--- src/rtl/ula_src_control.sv ---
// ula_src_control
//   Multicycle control FSM for the ALU operand muxes, the ALU operation and
//   the PC/IR/memory/register-file strobes. Each instruction runs
//   FETCH -> DECODE -> EXEC -> MEM/WB. Memory accesses hold their strobe for
//   MEM_WAIT+1 cycles. Illegal opcodes and functs trap into a sticky
//   EXCEPTION state, which only reset leaves.
//
//   clk, reset (sync, active-low)   clock / reset
//   opcode, funct                   IR fields, stable from DECODE to next FETCH
//   zero                            ALU zero flag, used in BRANCH
//   alu_srca_sel, alu_srcb_sel      operand muxes (B: 00 rt, 01 4, 10 off, 11 off<<2)
//   alu_op                          000 none, 001 add, 010 sub, 011 and, 100 or
//   pc_write, pc_src                PC load and source (00 ALU, 01 ALUOut, 10 jump)
//   ir_write, aluout_write          IR / ALUOut load enables
//   mem_rd, mem_wr                  memory strobes
//   reg_write, reg_dst, mem_to_reg  register-file write controls
//   exc                             sticky illegal-instruction trap
//   state_dbg                       current state code
module ula_src_control #(
  parameter int unsigned MEM_WAIT = 2
) (
  input  logic       clk,
  input  logic       reset,
  input  logic [5:0] opcode,
  input  logic [5:0] funct,
  input  logic       zero,
  output logic       alu_srca_sel,
  output logic [1:0] alu_srcb_sel,
  output logic [2:0] alu_op,
  output logic       pc_write,
  output logic [1:0] pc_src,
  output logic       ir_write,
  output logic       aluout_write,
  output logic       mem_rd,
  output logic       mem_wr,
  output logic       reg_write,
  output logic       reg_dst,
  output logic       mem_to_reg,
  output logic       exc,
  output logic [3:0] state_dbg
);

  typedef enum logic [3:0] {
    S_FETCH     = 4'd0,
    S_DECODE    = 4'd1,
    S_EXEC_R    = 4'd2,
    S_WB_R      = 4'd3,
    S_EXEC_I    = 4'd4,
    S_WB_I      = 4'd5,
    S_MEM_ADDR  = 4'd6,
    S_MEM_RD    = 4'd7,
    S_MEM_WR    = 4'd8,
    S_WB_MEM    = 4'd9,
    S_BRANCH    = 4'd10,
    S_JUMP      = 4'd11,
    S_EXCEPTION = 4'd12
  } state_t;

  localparam logic [5:0] OP_RTYPE = 6'h00;
  localparam logic [5:0] OP_ADDI  = 6'h08;
  localparam logic [5:0] OP_LW    = 6'h23;
  localparam logic [5:0] OP_SW    = 6'h2B;
  localparam logic [5:0] OP_BEQ   = 6'h04;
  localparam logic [5:0] OP_BNE   = 6'h05;
  localparam logic [5:0] OP_J     = 6'h02;

  localparam logic [2:0] WAIT_LAST = 3'(MEM_WAIT);

  state_t     state_q, state_d;
  logic [2:0] wait_cnt_q, wait_cnt_d;
  logic       wait_done;

  assign wait_done = (wait_cnt_q == WAIT_LAST);

  always_comb begin
    state_d      = state_q;
    wait_cnt_d   = '0;
    alu_srca_sel = 1'b0;
    alu_srcb_sel = 2'b00;
    alu_op       = 3'b000;
    pc_write     = 1'b0;
    pc_src       = 2'b00;
    ir_write     = 1'b0;
    aluout_write = 1'b0;
    mem_rd       = 1'b0;
    mem_wr       = 1'b0;
    reg_write    = 1'b0;
    reg_dst      = 1'b0;
    mem_to_reg   = 1'b0;
    exc          = 1'b0;
    state_dbg    = state_q;

    case (state_q)
      S_FETCH: begin
        mem_rd       = 1'b1;
        alu_srcb_sel = 2'b01;
        alu_op       = 3'b001;
        if (wait_done) begin
          ir_write = 1'b1;
          pc_write = 1'b1;
          state_d  = S_DECODE;
        end else begin
          wait_cnt_d = wait_cnt_q + 3'd1;
        end
      end
      S_DECODE: begin
        alu_srcb_sel = 2'b11;
        alu_op       = 3'b001;
        aluout_write = 1'b1;
        case (opcode)
          OP_RTYPE:      state_d = S_EXEC_R;
          OP_ADDI:       state_d = S_EXEC_I;
          OP_LW, OP_SW:  state_d = S_MEM_ADDR;
          OP_BEQ, OP_BNE: state_d = S_BRANCH;
          OP_J:          state_d = S_JUMP;
          default:       state_d = S_EXCEPTION;
        endcase
      end
      S_EXEC_R: begin
        alu_srca_sel = 1'b1;
        aluout_write = 1'b1;
        state_d      = S_WB_R;
        case (funct)
          6'h20:   alu_op = 3'b001;
          6'h22:   alu_op = 3'b010;
          6'h24:   alu_op = 3'b011;
          6'h25:   alu_op = 3'b100;
          default: begin
            aluout_write = 1'b0;
            state_d      = S_EXCEPTION;
          end
        endcase
      end
      S_WB_R: begin
        reg_write = 1'b1;
        reg_dst   = 1'b1;
        state_d   = S_FETCH;
      end
      S_EXEC_I: begin
        alu_srca_sel = 1'b1;
        alu_srcb_sel = 2'b10;
        alu_op       = 3'b001;
        aluout_write = 1'b1;
        state_d      = S_WB_I;
      end
      S_WB_I: begin
        reg_write = 1'b1;
        state_d   = S_FETCH;
      end
      S_MEM_ADDR: begin
        alu_srca_sel = 1'b1;
        alu_srcb_sel = 2'b10;
        alu_op       = 3'b001;
        aluout_write = 1'b1;
        if (opcode == OP_LW)      state_d = S_MEM_RD;
        else if (opcode == OP_SW) state_d = S_MEM_WR;
        else                      state_d = S_EXCEPTION;
      end
      S_MEM_RD: begin
        mem_rd = 1'b1;
        if (wait_done) state_d = S_WB_MEM;
        else           wait_cnt_d = wait_cnt_q + 3'd1;
      end
      S_MEM_WR: begin
        mem_wr = 1'b1;
        if (wait_done) state_d = S_FETCH;
        else           wait_cnt_d = wait_cnt_q + 3'd1;
      end
      S_WB_MEM: begin
        reg_write  = 1'b1;
        mem_to_reg = 1'b1;
        state_d    = S_FETCH;
      end
      S_BRANCH: begin
        alu_srca_sel = 1'b1;
        alu_op       = 3'b010;
        pc_src       = 2'b01;
        pc_write     = (opcode == OP_BNE) ? ~zero : zero;
        state_d      = S_FETCH;
      end
      S_JUMP: begin
        pc_write = 1'b1;
        pc_src   = 2'b10;
        state_d  = S_FETCH;
      end
      S_EXCEPTION: begin
        exc = 1'b1;
      end
      default: begin
        state_d = S_EXCEPTION;
      end
    endcase

    // Reset blanks every output in the same cycle, not just from the next edge.
    if (!reset) begin
      alu_srca_sel = 1'b0;
      alu_srcb_sel = 2'b00;
      alu_op       = 3'b000;
      pc_write     = 1'b0;
      pc_src       = 2'b00;
      ir_write     = 1'b0;
      aluout_write = 1'b0;
      mem_rd       = 1'b0;
      mem_wr       = 1'b0;
      reg_write    = 1'b0;
      reg_dst      = 1'b0;
      mem_to_reg   = 1'b0;
      exc          = 1'b0;
      state_dbg    = '0;
    end
  end

  always_ff @(posedge clk) begin
    if (!reset) begin
      state_q    <= S_FETCH;
      wait_cnt_q <= '0;
    end else begin
      state_q    <= state_d;
      wait_cnt_q <= wait_cnt_d;
    end
  end

endmodule

--- config.mk ---
export PLATFORM = sky130hd
export DESIGN_NAME = ula_src_control
export DESIGN_NICKNAME = d
export VERILOG_FILES = /design/src/rtl/ula_src_control.sv
export SDC_FILE = /design/constraint.sdc
export NUM_CORES = 1
export LEC_CHECK = 0
export CAP_MARGIN = 20
export CORE_MARGIN = 2
export CORE_UTILIZATION = 44
export DETAILED_ROUTE_END_ITERATION = 8
export GPL_TIMING_DRIVEN = 0
export PLACE_DENSITY = 0.81
export SLEW_MARGIN = 25
export SYNTH_ARGS = -nofsm -noshare
export SYNTH_HDL_FRONTEND = slang
export SYNTH_SLANG_ARGS = --single-unit
--- constraint.sdc ---
create_clock -name clk -period 2.7 [get_ports clk]
set_input_delay 0.27 -clock clk [delete_from_list [all_inputs] [get_ports clk]]
set_output_delay 0.27 -clock clk [all_outputs]
set_load 0.005 [all_outputs]
* Word-level counts from Yosys, hierarchy flattened
Cells that the tools add are included.
** Cells by class
- Add/sub/neg operators :: 1
- Multipliers :: 0
- Div/mod/pow operators :: 0
- Magnitude comparators :: 0
- Equal/unequal tests :: 26
- Shift-type cells :: 0
- Mux-type cells :: 39
- Bitwise gates (word level) :: 4
- Reduce and logical (&&, ||, !) cells :: 15
** Operators by type and width (count)
- equality test 6 bit, second input constant :: 6
- one-hot mux 4 bit (9 select lines) :: 1
- two-way mux 4 bit :: 6
- two-way mux 1 bit :: 21
- equality test 4 bit, second input constant :: 5
- one-hot mux 4 bit (5 select lines) :: 1
- equality test 4 x 3 -> 1 bit, second input constant :: 4
- equality test 6 x 3 -> 1 bit, second input constant :: 2
- one-hot mux 3 bit (4 select lines) :: 1
- OR reduction 3 bit :: 4
- OR reduction 4 bit :: 3
- one-hot mux 3 bit (3 select lines) :: 1
- equality test 4 x 2 -> 1 bit, second input constant :: 2
- OR reduction 2 bit :: 4
- equality test 6 x 2 -> 1 bit, second input constant :: 1
- equality test 6 x 4 -> 1 bit, second input constant :: 1
- logical NOT 6 bit :: 1
- two-way mux 3 bit :: 2
- inequality test 2 bit, second input constant :: 3
- one-hot mux 2 bit (3 select lines) :: 1
- OR reduction 5 bit :: 1
- equality test 4 x 1 -> 1 bit, second input constant :: 1
- logical NOT 4 bit :: 1
- two-way mux 2 bit :: 2
- 7 further kinds :: 10
** Word-level totals
- Register bits after elaboration :: 7
- Latch bits :: 0
- Bits in writable memories :: 0
- ROM bits :: 0
- Bits of input ports :: 15
- Output and inout bits :: 21
- Logic and storage cells :: 87
- Memories :: 0

* Depth between registers and ports, before layout
- Depth in word-level cells :: 5
- Gate-level depth with buffers :: 7
- Depth with buffers taken out :: 7

* Worst setup path after synthesis
Ideal clock, no wire load.
- Kind :: in2out
- From :: in funct[3]
- To :: out alu_op[1]
- Arrival :: 1.304 ns
- Data required time :: 2.430 ns
- Path slack :: 1.126 ns
- Stages on the path :: 4
- Path buffers :: 0
- Path through :: or3b_4 > or4_4 > nor3_2 > or2_1
** Between the ends
- Cells in the longest elaborated chain, start to end :: 4
- Elaborated cells on any way between the ends :: 7
- Classes of those cells :: eq/ne: 4; mux: 3
** Ends and longest elaborated chain
- from (decl) :: RTL line 25 : input logic [5:0] funct,
- equality test 6 bit :: RTL line 123 : case (funct)
- one-hot mux 3 bit (4 select lines) * :: RTL line 123
- one-hot mux 3 bit (3 select lines) * :: RTL line 93 : case (state_q)
- two-way mux 3 bit * :: RTL line 195 : if (!reset) begin
- to (decl) :: RTL line 29 : output logic [2:0] alu_op,
Mark *: on every way between the ends. The rest lies on a longest branch, timed or not.

* Final worst setup path
- From :: in opcode[4]
- To :: out pc_write
** Between the ends
- Cells in the longest elaborated chain, start to end :: 4
** Ends and longest elaborated chain
- from (decl) :: RTL line 24 : input logic [5:0] opcode,
- equality test 6 x 3 -> 1 bit :: RTL line 178 : pc_write = (opcode == OP_BNE) ? ~zero : zero;
- two-way mux 1 bit :: RTL line 178
- one-hot mux 1 bit (3 select lines) :: RTL line 93
- two-way mux 1 bit :: RTL line 195
- to (decl) :: RTL line 30 : output logic pc_write,
Every way passes these cells.

==> flow_summary.toml <==
[yosys]
synth.top_cell.area_share_pct = 17.28
syn_area_um2 = 810.8
yosysTopAreaCell = "dfxtp_1"
synth_seq_cells = 7
avgSynthCellArea_um2 = 7.304
syn-num-nets = 128
yosysUniqueCellTypes = 42
synth-edff-count = 0
synth_most_common_cell = "nor3_1"
synth_seq_area_share_pct = 17.28
yosys_warnings = 0
async_flop_share_pct = 0
syn_inst = 111
yosys-top-cells-count = "nor3_1 (15), nor2_1 (14), nand2_1 (8)"
synth_ff_type = "dfxtp_1"
synth.area.top_cells = "dfxtp_1 (17%), nor3_1 (9.3%), nor2_1 (6.5%), a21oi_1 (3.7%), nand2_1 (3.7%)"

[drt]
drt_iter0_drc = 38
routedWlPerCell_um = 13.51
drc = 0
drtPass1Iterations = 4
wirelength_um = 2365
viasPerCell = 5.686
routed-via-count = 995
ant_nets = 0

[power_and_ir_drop]
power_leakage_nw = 0.4779
power.density_nw_per_um2 = 855.6
ir_worst_vdd_uv = 695.0

[placed_design]
dp_slack_ns = 0.1605
dp_hpwl_um = 1872
port_buffers = 35
gp_congestion = 0.9265
dp_cells = 171

[cells_and_area]
n_fill_cell = 167
fin_nets = 168
finalNonFillerCells = 175
area_growth_pct = 50.31
post_route_cells_drive_above_1_share_pct = 12.67
insertedDiodeCount = 0

[timing]
maxSlewViolCount = 0
setup_viol = 0
worst_slew_pin_slew_ns = 0.3940
hold_ws_ns = 0.4516
period_needed_ns = 2.533
max_freq_mhz = 394.8
slew_headroom_pct = 73.73
rsz0062_at_grt = "false"
hold_viol_final = 0
setup_ws_ns = 0.1669
post-route-period-util_pct = 93.82
setup-tns-final_ns = 0
skew_ns = 0.006755

[worst_hold_path]
holdCritPathClass = "flop to flop"
holdPathEnd = "wait_cnt_q[0]"
hold_depth = 1
min-delay-start = "wait_cnt_q[0]"

[clock_network]
root_buffer = "clkbuf_4"
clk_pin_slew_ns = 0.05
cts_tree = "done"
clock-sinks = 7
cts_made_buffers = 3
post-cts-setup-buffers = 0
h-tree-depth = 1
hold_buffers = 0
clk_path_buf_depth = 2
clk-insertion-delay-late_ns = 0.25
cts_resized = 0

[global_routing]
grt_pass1_vias = 879
grt-ovfl-total = 0
grtUsageTotal_pct = 23.69
grt_start_max_net_pins = 11
grt_pass1_wl_um = 3719
antenna_found_initial = 0

[critical_path]
cp.arrival_ns = 2.26
crit_type = "input pin to output port"
rr_startpoint = "state_q[2]"
cp_data_required_time_ns = 2.43
r2r_slack_ns = 1.09
cp_max_fo = 6
r2r-end = "state_q[0]"
endpoint_kind = "output port"
start_kind = "input pin"
worst-r2r-cell-count = 6

[die]
rows = 15
die_width_um = 46.93
core_um2 = 1727
initial_utilization_pct = 46.96
io-pin-count = 36
fp.dieArea_um2 = 2202
die_y_um = 46.93

[run]
cap_violations = 0

[outcome]
status = "complete, no violations"
==> state kept, by name, summed over array words and instances, names as in the netlist <==
register and cells:
state_q 4, wait_cnt_q 3
==> how the worst max path moves through the flow <==
stage | end | start | slack [ns] | cells after the start
finish | pc_write | opcode[4] | 0.17 | 7
global route | pc_write | opcode[4] | 0.07 | 7
CTS | pc_write | opcode[4] | 0.16 | 7
detailed placement | pc_write | opcode[4] | 0.16 | 7
global placement | pc_write | opcode[4] | 0.13 | 7
floorplan | alu_op[1] | funct[3] | 1.13 | 4
==> stage by stage <==
step / total power [mW] / area [um^2] / util (%)
CTS: 1.041 / 1219 / 70.58
global route: 1.131 / 1219 / 70.58
detailed placement: 0.9406 / 1192 / 69.06
floorplan: 0.6703 / 810.8 / -
global placement: 0.9272 / 1192 / 69.06
finish: 1.043 / 1219 / 70.58
==> power by group <==
part | switching, mW | leakage, nW | internal [mW] | total, mW
Clock | 0.0385 | 0.0150 | 0.0564 | 0.0948
Sequential | 0.0458 | 0.0575 | 0.145 | 0.191
Combinational | 0.391 | 0.405 | 0.366 | 0.757
==> logic make-up after synthesis <==
| group | Yosys count | share of synthesized area (%) |
|---|---|---|
| AO/OA/AOI/OAI | 25 | 24.08 |
| buffers and inverters | 10 | 5.247 |
| flip-flops | 7 | 17.28 |
| multiplexers | 3 | 3.858 |
| XOR/XNOR | 4 | 4.322 |
| AND/OR/NAND/NOR | 60 | 42.13 |
| adder cells (fa/ha/maj) | 2 | 3.086 |
==> cell usage in the layout (no fill, tap or decap), types with 4 or more instances in the layout <==
| master | instances |
|---|---|
| inv_1 | 4 |
| clkdlybuf4s50_1 | 35 |
| dfxtp_1 | 7 |
| a21oi_1 | 6 |
| buf_2 | 4 |
| nand2_1 | 8 |
| nor3_1 | 15 |
| nor2_1 | 14 |
| nand2b_1 | 4 |
==> critical path, cell delays in order <==
cell and delay (ns):
clkdlybuf4s50_1 0.49, nor3_1 0.34, nand4b_1 0.16, xnor2_1 0.14, o21a_1 0.19, a41o_1 0.23, clkdlybuf4s50_1 0.43
==> metal layers <==
metal  track usage [%]  vias up  wire length, um
li1                  -      490                -
met3             5.385        6              245
met5                 0        -                0
met4             7.778        0               29
met2             41.64       58             1120
met1             28.37      441              969
==> final cells by class <==
cell class	count	area, um^2	share of cell area (%)
multi-input combinational	94	628.1	51.54
timing repair buffer	35	350.3	28.75
sequential	7	140.1	11.50
tap	25	31.28	2.567
buffer	6	27.53	2.259
clock buffer	4	26.28	2.156
inverter	4	15.01	1.232
No activity file was read; power rests on OpenSTA's default activity.
